[config.mk]
export PLATFORM = sky130hd
export DESIGN_NAME = p_column_reader
export DESIGN_NICKNAME = d
export VERILOG_FILES = /design/src/rtl/p_column_reader.sv
export SDC_FILE = /design/constraint.sdc
export NUM_CORES = 1
export LEC_CHECK = 0
export CAP_MARGIN = 20
export CORE_AREA = 2 2 228 230
export CTS_CLUSTER_SIZE = 12
export DETAILED_ROUTE_END_ITERATION = 7
export DIE_AREA = 0 0 230 232
export HOLD_SLACK_MARGIN = 0.03
export PLACE_DENSITY = 0.73
export SLEW_MARGIN = 0
export SYNTH_ARGS = -nofsm -noshare
export SYNTH_HDL_FRONTEND = slang
export SYNTH_SLANG_ARGS = --single-unit
[constraint.sdc]
create_clock -name clk_i -period 116.1 [get_ports clk_i]
set_input_delay 23.22 -clock clk_i [delete_from_list [all_inputs] [get_ports clk_i]]
set_output_delay 23.22 -clock clk_i [all_outputs]
set_load 0.1 [all_outputs]
[src/rtl/p_column_reader.sv]
// Serial P byte transposition: registers a 512-bit block and streams its eight
// 64-bit transposed column words with a valid/ready handshake.
module p_column_reader #(
    parameter int WORD_W = 64
) (
    input  logic              clk_i,
    input  logic              rst_i,
    input  logic [511:0]      block_i,
    input  logic              valid_i,
    output logic              ready_o,
    output logic [WORD_W-1:0] word_o,
    output logic [2:0]        idx_o,
    output logic              last_o,
    output logic              valid_o,
    input  logic              ready_i
);

    // state | meaning
    // IDLE  | no block held, ready for a new one, valid_o low
    // SEND  | streaming words idx_o = 0..7 of the held block

    if (WORD_W != 64) begin : g_width_check
        $error("p_column_reader: WORD_W must be 64");
    end

    typedef enum logic {IDLE, SEND} state_t;

    state_t       state;
    logic [511:0] blk_q;
    logic         accept;
    logic         fire;

    // Word k, byte j = block byte 8j+k.
    function automatic logic [WORD_W-1:0] column(input logic [511:0] blk, input logic [2:0] k);
        logic [WORD_W-1:0] w;
        w = '0;
        for (int j = 0; j < 8; j++) begin
            w[8*j +: 8] = blk[64*j + 8*int'(k) +: 8];
        end
        return w;
    endfunction

    // A new block may land on the same edge the last word leaves.
    assign ready_o = !rst_i && ((state == IDLE) || (idx_o == 3'd7 && ready_i));
    assign accept  = valid_i && ready_o;
    assign fire    = valid_o && ready_i;

    always_ff @(posedge clk_i) begin
        if (rst_i) begin
            state   <= IDLE;
            valid_o <= 1'b0;
            idx_o   <= 3'd0;
            last_o  <= 1'b0;
            word_o  <= '0;
        end else if (accept) begin
            blk_q   <= block_i;
            state   <= SEND;
            valid_o <= 1'b1;
            idx_o   <= 3'd0;
            last_o  <= 1'b0;
            word_o  <= column(block_i, 3'd0);
        end else if (state == SEND && fire) begin
            if (idx_o == 3'd7) begin
                state   <= IDLE;
                valid_o <= 1'b0;
                idx_o   <= 3'd0;
                last_o  <= 1'b0;
            end else begin
                idx_o   <= idx_o + 3'd1;
                last_o  <= (idx_o == 3'd6);
                word_o  <= column(blk_q, idx_o + 3'd1);
            end
        end
    end

endmodule
==> results of run 1 <==
[critical path, delay by kind of cell]
kind                   cells  cell delay, ns
buffers and inverters      2            1.79
AND/OR/NAND/NOR            1            0.12
AO/OA/AOI/OAI              1            0.20
[cells in the final DEF (no fill, tap or decap), drive strengths merged]
master,Yosys,layout
a21bo,1,1
a21boi,1,1
a21oi,2,2
a2bb2oi,1,1
buf,41,17
bufinv,0,3
clkbuf,37,93
clkdlybuf4s50,0,582
clkinv,0,11
dfxtp,69,69
diode,0,12
edfxtp,512,512
ha,3,3
inv,2,2
mux2i,66,66
mux4,128,128
nand2,1,1
nand2b,64,64
nand4,1,1
nand4b,64,64
nand4bb,1,1
nor2,2,2
nor2b,1,1
nor3,4,4
nor3b,1,1
o21ai,1,1
o221ai,64,64
o32ai,1,1
or3,1,1
[flip-flops by register name, indices dropped and copies added, names as in the netlist]
register	flops
idx_o	3
word_o	64
blk_q	512
state	1
last_o	1
[power by group through the flow]
stage	registers, mW	clock network (mW)	logic, mW
6_report	0.241	0.182	0.0607
5_1_grt	0.242	0.194	0.0635
4_1_cts	0.241	0.186	0.0612
3_5_place_dp	0.246	0	0.0610
3_3_place_gp	0.245	0	0.0601
2_1_floorplan	0.269	0	0.0174
[logic make-up after synthesis]
logic type	after synthesis
AOI/OAI and AO/OA	71
and+or+nand+nor	140
adders and majority gates	3
muxes	194
buffers and inverters	80
DFF	581
[path summary, 6_finish.rpt]
| path | from | endpoint | slack [ns] |
|---|---|---|---|
| worst max-delay path | ready_i | ready_o | 67.54 |
| worst min register to register | word_o[5]$_SDFFE_PP0P_ | word_o[5]$_SDFFE_PP0P_ | 0.54 |
| worst min-delay path | word_o[5]$_SDFFE_PP0P_ | word_o[5]$_SDFFE_PP0P_ | 0.54 |
| worst max register to register | idx_o[0]$_SDFFE_PP0P_ | word_o[9]$_SDFFE_PP0P_ | 111.94 |
[routing by layer]
metal  track usage  vias up  part of all wire
met2         0.387      572              0.52
met1         0.266     6618              0.36
met4        0.0788       10             0.029
met3        0.0653      109             0.094
li1              -     5696                 -
met5             0        -            0.0011
[area by class of cell]
class,instances,area (um2)
clock buffers,93,1700
repair buffers,599,6010
flip-flops and latches,581,16800
inverters,2,7.51
clock inverters,14,138
fillers,3726,20100
diodes,12,30.0
multi-input cells,408,5290
well taps,680,851
[stage by stage]
stage	hold WS, ns	setup WS (ns)
5_1_grt	0.555	67.44
3_5_place_dp	0.520	67.54
4_1_cts	0.529	67.53
6_report	0.535	67.54
2_1_floorplan	0.741	55.95
3_3_place_gp	0.513	67.57
==> results.toml, run 1 <==
[synth]
synth_top_family_by_area = "multiplexers"
yosys.area_share.adder = 0.00167
yosys_register_bits = 581
synth_xor_area_frac = 0
postSynthNetCount = 1588
synth_compound_area_frac = 0.0276
synthTopCellsByCount = "sky130_fd_sc_hd__edfxtp_1, sky130_fd_sc_hd__mux4_2, sky130_fd_sc_hd__dfxtp_1"
yosysMostFrequentCell = "sky130_fd_sc_hd__edfxtp_1"
synth_edf_count = 512
syn_avg_cell_area_um2 = 21.0
synth-warning-count = 0
synth_top_cells_by_area = "sky130_fd_sc_hd__edfxtp_1, sky130_fd_sc_hd__mux4_2, sky130_fd_sc_hd__dfxtp_1"
netlist.area_leader.share = 0.686
synth.mux.area_fraction = 0.158
yosys.area.top_type = "sky130_fd_sc_hd__edfxtp_1"
distinct_cell_type_count_after_synthesis = 29
synth_simple_gate_area_share = 0.0459
post_synth_instance_area_um2 = 22400
synth-main-ff-cell = "sky130_fd_sc_hd__edfxtp_1"
seq_area_frac_synth = 0.747
postSynth.asyncResetShare = 0
postSynthCellCount = 1069

[setup_path]
critPathKind = "in2out"
arrival_ns = 25.34
crit_path_end_kind = "output port"
worst-path-max-fanout = 7
ff2ff_path_depth = 7
timing.critical_path.slowest_cell_delay_ns = 1.15
worst_setup_path_start_kind = "primary input"
cp_common_cell = "sky130_fd_sc_hd__clkdlybuf4s50_1"
timing.critical_path.slowest_stage_cell = "sky130_fd_sc_hd__clkdlybuf4s50_1"
cells_along_the_critical_path = "clkdlybuf4s50_1 -> a21boi_1 -> nor2_1 -> clkdlybuf4s50_1"
required_worst_endpoint_ns = 92.88

[clock_tree]
h_tree_depth = 2
clock-root-buffer = "sky130_fd_sc_hd__clkbuf_16"
cts_max_path_buffers = 3
cts_buffers = 59
worstSkewPairLatency_ns = 0.60
cts_hold_repair.buffers = 0
cts_repair_resize_count = 0
cts_sinks = 581
clk_transition_reported_paths_ns = 0.07
cts.repair_timing.setup_buffer_count = 0
tritoncts_clock_tree = "yes"

[floorplanning]
dieHeight_um = 232
core.rowCount = 83
io_pins = 586
core_area_um2 = 50900
dieArea_um2 = 53400
initial_utilization = 0.441
die_w_um = 230

[pwr]
intPower_mw = 0.372
power_mw = 0.484
power_per_cell_area_nw_per_um2 = 15.7
power.share.combinational = 0.125
p_switching_mw = 0.113
clockPowerShare = 0.377
leakage_nw = 9.87
peakVddDrop_mv = 0.0135
share_of_total_power_consumed_by_net_switching = 0.233
p_seq_frac = 0.498

[sta]
tns_ns = 0
timing.final.crit_period_ns = 48.56
rsz_0062_raised_after_global_routing = "false"
maxSlewHeadroom = 0.234
finalHoldViolations = 0
final.period_utilization = 0.418
max_freq_ghz = 0.0206
timing.clock.skew_ns = 0.0212
worst-slew-pin-transition_ns = 1.15
maxSlewViolCount = 0
report.final.setup_viol = 0

[finish]
finish.utilization = 0.605
finalInstanceArea_um2 = 30800
drive_above_1_share = 0.134
nets = 2170
number_of_cells_in_the_finished_layout_apart_from_fillers = 2389
layout-area-overhead-vs-synth_pct = 37.3

[placement]
dp_hpwl_um = 40900
portBuffers = 585
placement.cell_area_um2 = 28900
place.gp.congestion = 0.817
post-place-cells = 2269

[routing]
drtAntennaViolNets = 0
via_count = 13005
firstDrtPassIters = 5
viasPerCell = 5.44
drt_wl_total_um = 60600
route.detailed.wl_per_inst_um = 25.4
starting_drc_count_in_detailed_routing = 1094
drcViolationCount = 0

[global_routing]
grt.overflow.total = 0
grt_use_total = 0.223
pin_count_of_the_biggest_net_entering_global_routing = 184
grt_pass1_wl_um = 87600
grt_antenna_before_repair = 16
vias_in_the_first_global_route = 13779

[min_path]
timing.hold.worst.class = "reg2reg"
timing.hold.worst_path_depth = 2

[run]
cap_violations = 0

[outcome]
outcome = "finished, final reports clean"
(Power assumes the default switching activity.)
==> inputs of run 2 (changes only) <==
- CORE_AREA: 2 2 228 230 -> unset
- CORE_UTILIZATION: unset -> 44
- DIE_AREA: 0 0 230 232 -> unset
- PLACE_DENSITY: 0.73 -> 0.76
- clock period: 116.1 -> 39.6 ns (I/O delays scaled with it)
==> run 2 against run 1 <==
Compared with the run above:
- final cell count is 0.25% higher
- non-clock buffer count grew 5
- via count is 1.2% higher
- routed wire length up 0.86%
- critical path type unchanged
- critical endpoint unchanged
==> results.toml, run 2 (synthesis gave the netlist of run 1 again) <==
[setup_path]
wp_depth = 4
worst_setup_path_start_kind = "primary input"
timing.critical_path.slowest_stage_cell = "sky130_fd_sc_hd__clkdlybuf4s50_1"
cells_along_the_critical_path = "clkdlybuf4s50_1 -> a21boi_1 -> nor2_1 -> clkdlybuf4s50_1"
worst-path-max-fanout = 7
timing.critical_path.slowest_cell_delay_ns = 1.16
cp_common_cell = "sky130_fd_sc_hd__clkdlybuf4s50_1"
bufs_and_invs_on_worst_path = 2
required_worst_endpoint_ns = 31.68
arrival_ns = 10.11
worst_path_dominant_cell_family = "buffers and inverters"
crit_path_end_kind = "output port"
ff2ff_path_depth = 8
critPathKind = "in2out"

[clock_tree]
cts_buffers = 61
clk_transition_reported_paths_ns = 0.06
cts_hold_repair.buffers = 0
cts.repair_timing.setup_buffer_count = 0
worstSkewPairLatency_ns = 0.62
cts_sinks = 581
tritoncts_clock_tree = "yes"
cts_repair_resize_count = 0
clock-root-buffer = "sky130_fd_sc_hd__clkbuf_16"
cts_max_path_buffers = 3
h_tree_depth = 2

[floorplanning]
dieHeight_um = 228
core_area_um2 = 50200
initial_utilization = 0.447
die_w_um = 228
io_pins = 586
core.rowCount = 82
dieArea_um2 = 51900

[placement]
place.gp.congestion = 0.840
pre_cts_slack_ns = 21.58
dp_hpwl_um = 41200
portBuffers = 585
placement.cell_area_um2 = 28900

[sta]
timing.final.crit_period_ns = 18.03
final.period_utilization = 0.455
maxSlewViolCount = 0
rsz_0062_raised_after_global_routing = "false"
tns_ns = 0
worst-slew-pin-transition_ns = 1.12
max_freq_ghz = 0.0555
maxSlewHeadroom = 0.250
finalHoldViolations = 0
worst_slack_ns = 21.57
report.final.setup_viol = 0
timing.clock.skew_ns = 0.0225

[finish]
highest_count_cells_in_the_layout_ignoring_fill_and_taps = "sky130_fd_sc_hd__clkdlybuf4s50_1, sky130_fd_sc_hd__edfxtp_1, sky130_fd_sc_hd__mux4_2"
layout-area-overhead-vs-synth_pct = 37.6
nets = 2177
reg_top3 = "blk_q (512), word_o (64), idx_o (3)"
finalInstanceArea_um2 = 30900
drive_above_1_share = 0.141
largest_register_ff_count = 512
mostFrequentLayoutCell = "sky130_fd_sc_hd__clkdlybuf4s50_1"
regMostFlops = "blk_q"
finish.utilization = 0.615

[pwr]
leakage_nw = 9.93
power_per_cell_area_nw_per_um2 = 46.6
peakVddDrop_mv = 0.0387

[global_routing]
grt_util_met2 = 0.404
global_route_met1_utilization = 0.279
pin_count_of_the_biggest_net_entering_global_routing = 84
grt.busiest_layer = "met2"
grt_pass1_wl_um = 90300
grt_antenna_before_repair = 15
vias_in_the_first_global_route = 14147
grt_use_met3 = 0.0705
grt_use_total = 0.235
grt.overflow.total = 0

[routing]
via_count = 13165
drt_wl_total_um = 61100
route.detailed.wl_per_inst_um = 25.5
firstDrtPassIters = 5
drtAntennaViolNets = 0
starting_drc_count_in_detailed_routing = 1048
drcViolationCount = 0
viasPerCell = 5.50

[run]
cap_violations = 0

[min_path]
timing.hold.worst.class = "reg2reg"
timing.hold.worst_path_depth = 2

[outcome]
outcome = "finished, final reports clean"
==> run 2: cell types whose count changed in the layout (fill, tap and decap cells not counted), moves of 2 or more <==
cell,before,now
sky130_fd_sc_hd__inv_6,0,2
sky130_fd_sc_hd__clkinv_1,6,2
sky130_fd_sc_hd__clkbuf_8,5,9
sky130_fd_sc_hd__buf_12,3,0
sky130_fd_sc_hd__clkinv_4,0,2
sky130_fd_sc_hd__clkinvlp_4,0,2
sky130_fd_sc_hd__clkbuf_16,61,63
sky130_fd_sc_hd__bufinv_16,3,1
sky130_fd_sc_hd__buf_4,12,20
sky130_fd_sc_hd__clkbuf_1,27,29
==> run 2: per-layer routing <==
metal | vias to the layer above | share of wire
li1 | 5704 | -
met1 | 6671 | 0.37
met2 | 659 | 0.51
met3 | 119 | 0.092
met4 | 12 | 0.029
met5 | - | 0.0011
==> run 2: area by class of cell <==
cell class	count	area [um2]
fill	3506	19300
clock inverter	15	118
timing repair buffer	604	5990
clock buffer	101	1810
inverter	2	7.51
multi-input combinational	408	5300
sequential	581	16800
antenna	12	30.0
tap	672	841
==> run 2: report_power, final <==
part / switching (mW) / internal [mW] / total [mW]
clock: 0.234 / 0.317 / 0.551
sequential: 0.0104 / 0.697 / 0.708
combinational: 0.0966 / 0.0814 / 0.178
==> run 2: worst reg2reg max path, delay by kind of cell, from the launching register on <==
kind / cells / cell delay (ns)
buffers and inverters: 4 / 3.07
AO/OA/AOI/OAI: 1 / 0.17
flip-flops: 1 / 0.98
adder cells (fa/ha/maj): 2 / 0.56
AND/OR/NAND/NOR: 1 / 0.17
==> run 2: worst paths after layout <==
kind                         start  slack [ns]                   end
max                        ready_i       21.57               ready_o
min            last_o$_SDFFE_PP0P_        0.53   last_o$_SDFFE_PP0P_
max reg2reg  idx_o[0]$_SDFFE_PP0P_       34.20  blk_q[380]$_DFFE_PP_
min reg2reg    last_o$_SDFFE_PP0P_        0.53   last_o$_SDFFE_PP0P_
==> run 2: through the flow <==
| stage | hold slack (ns) | std cells | total power, mW |
|---|---|---|---|
| 2_1_floorplan | 0.741 | 1069 | 0.828 |
| 3_3_place_gp | 0.514 | 2267 | 0.895 |
| 3_5_place_dp | 0.523 | 2267 | 0.899 |
| 4_1_cts | 0.532 | 2383 | 1.45 |
| 5_1_grt | 0.554 | 2393 | 1.48 |
| 6_report | 0.531 | 2395 | 1.44 |
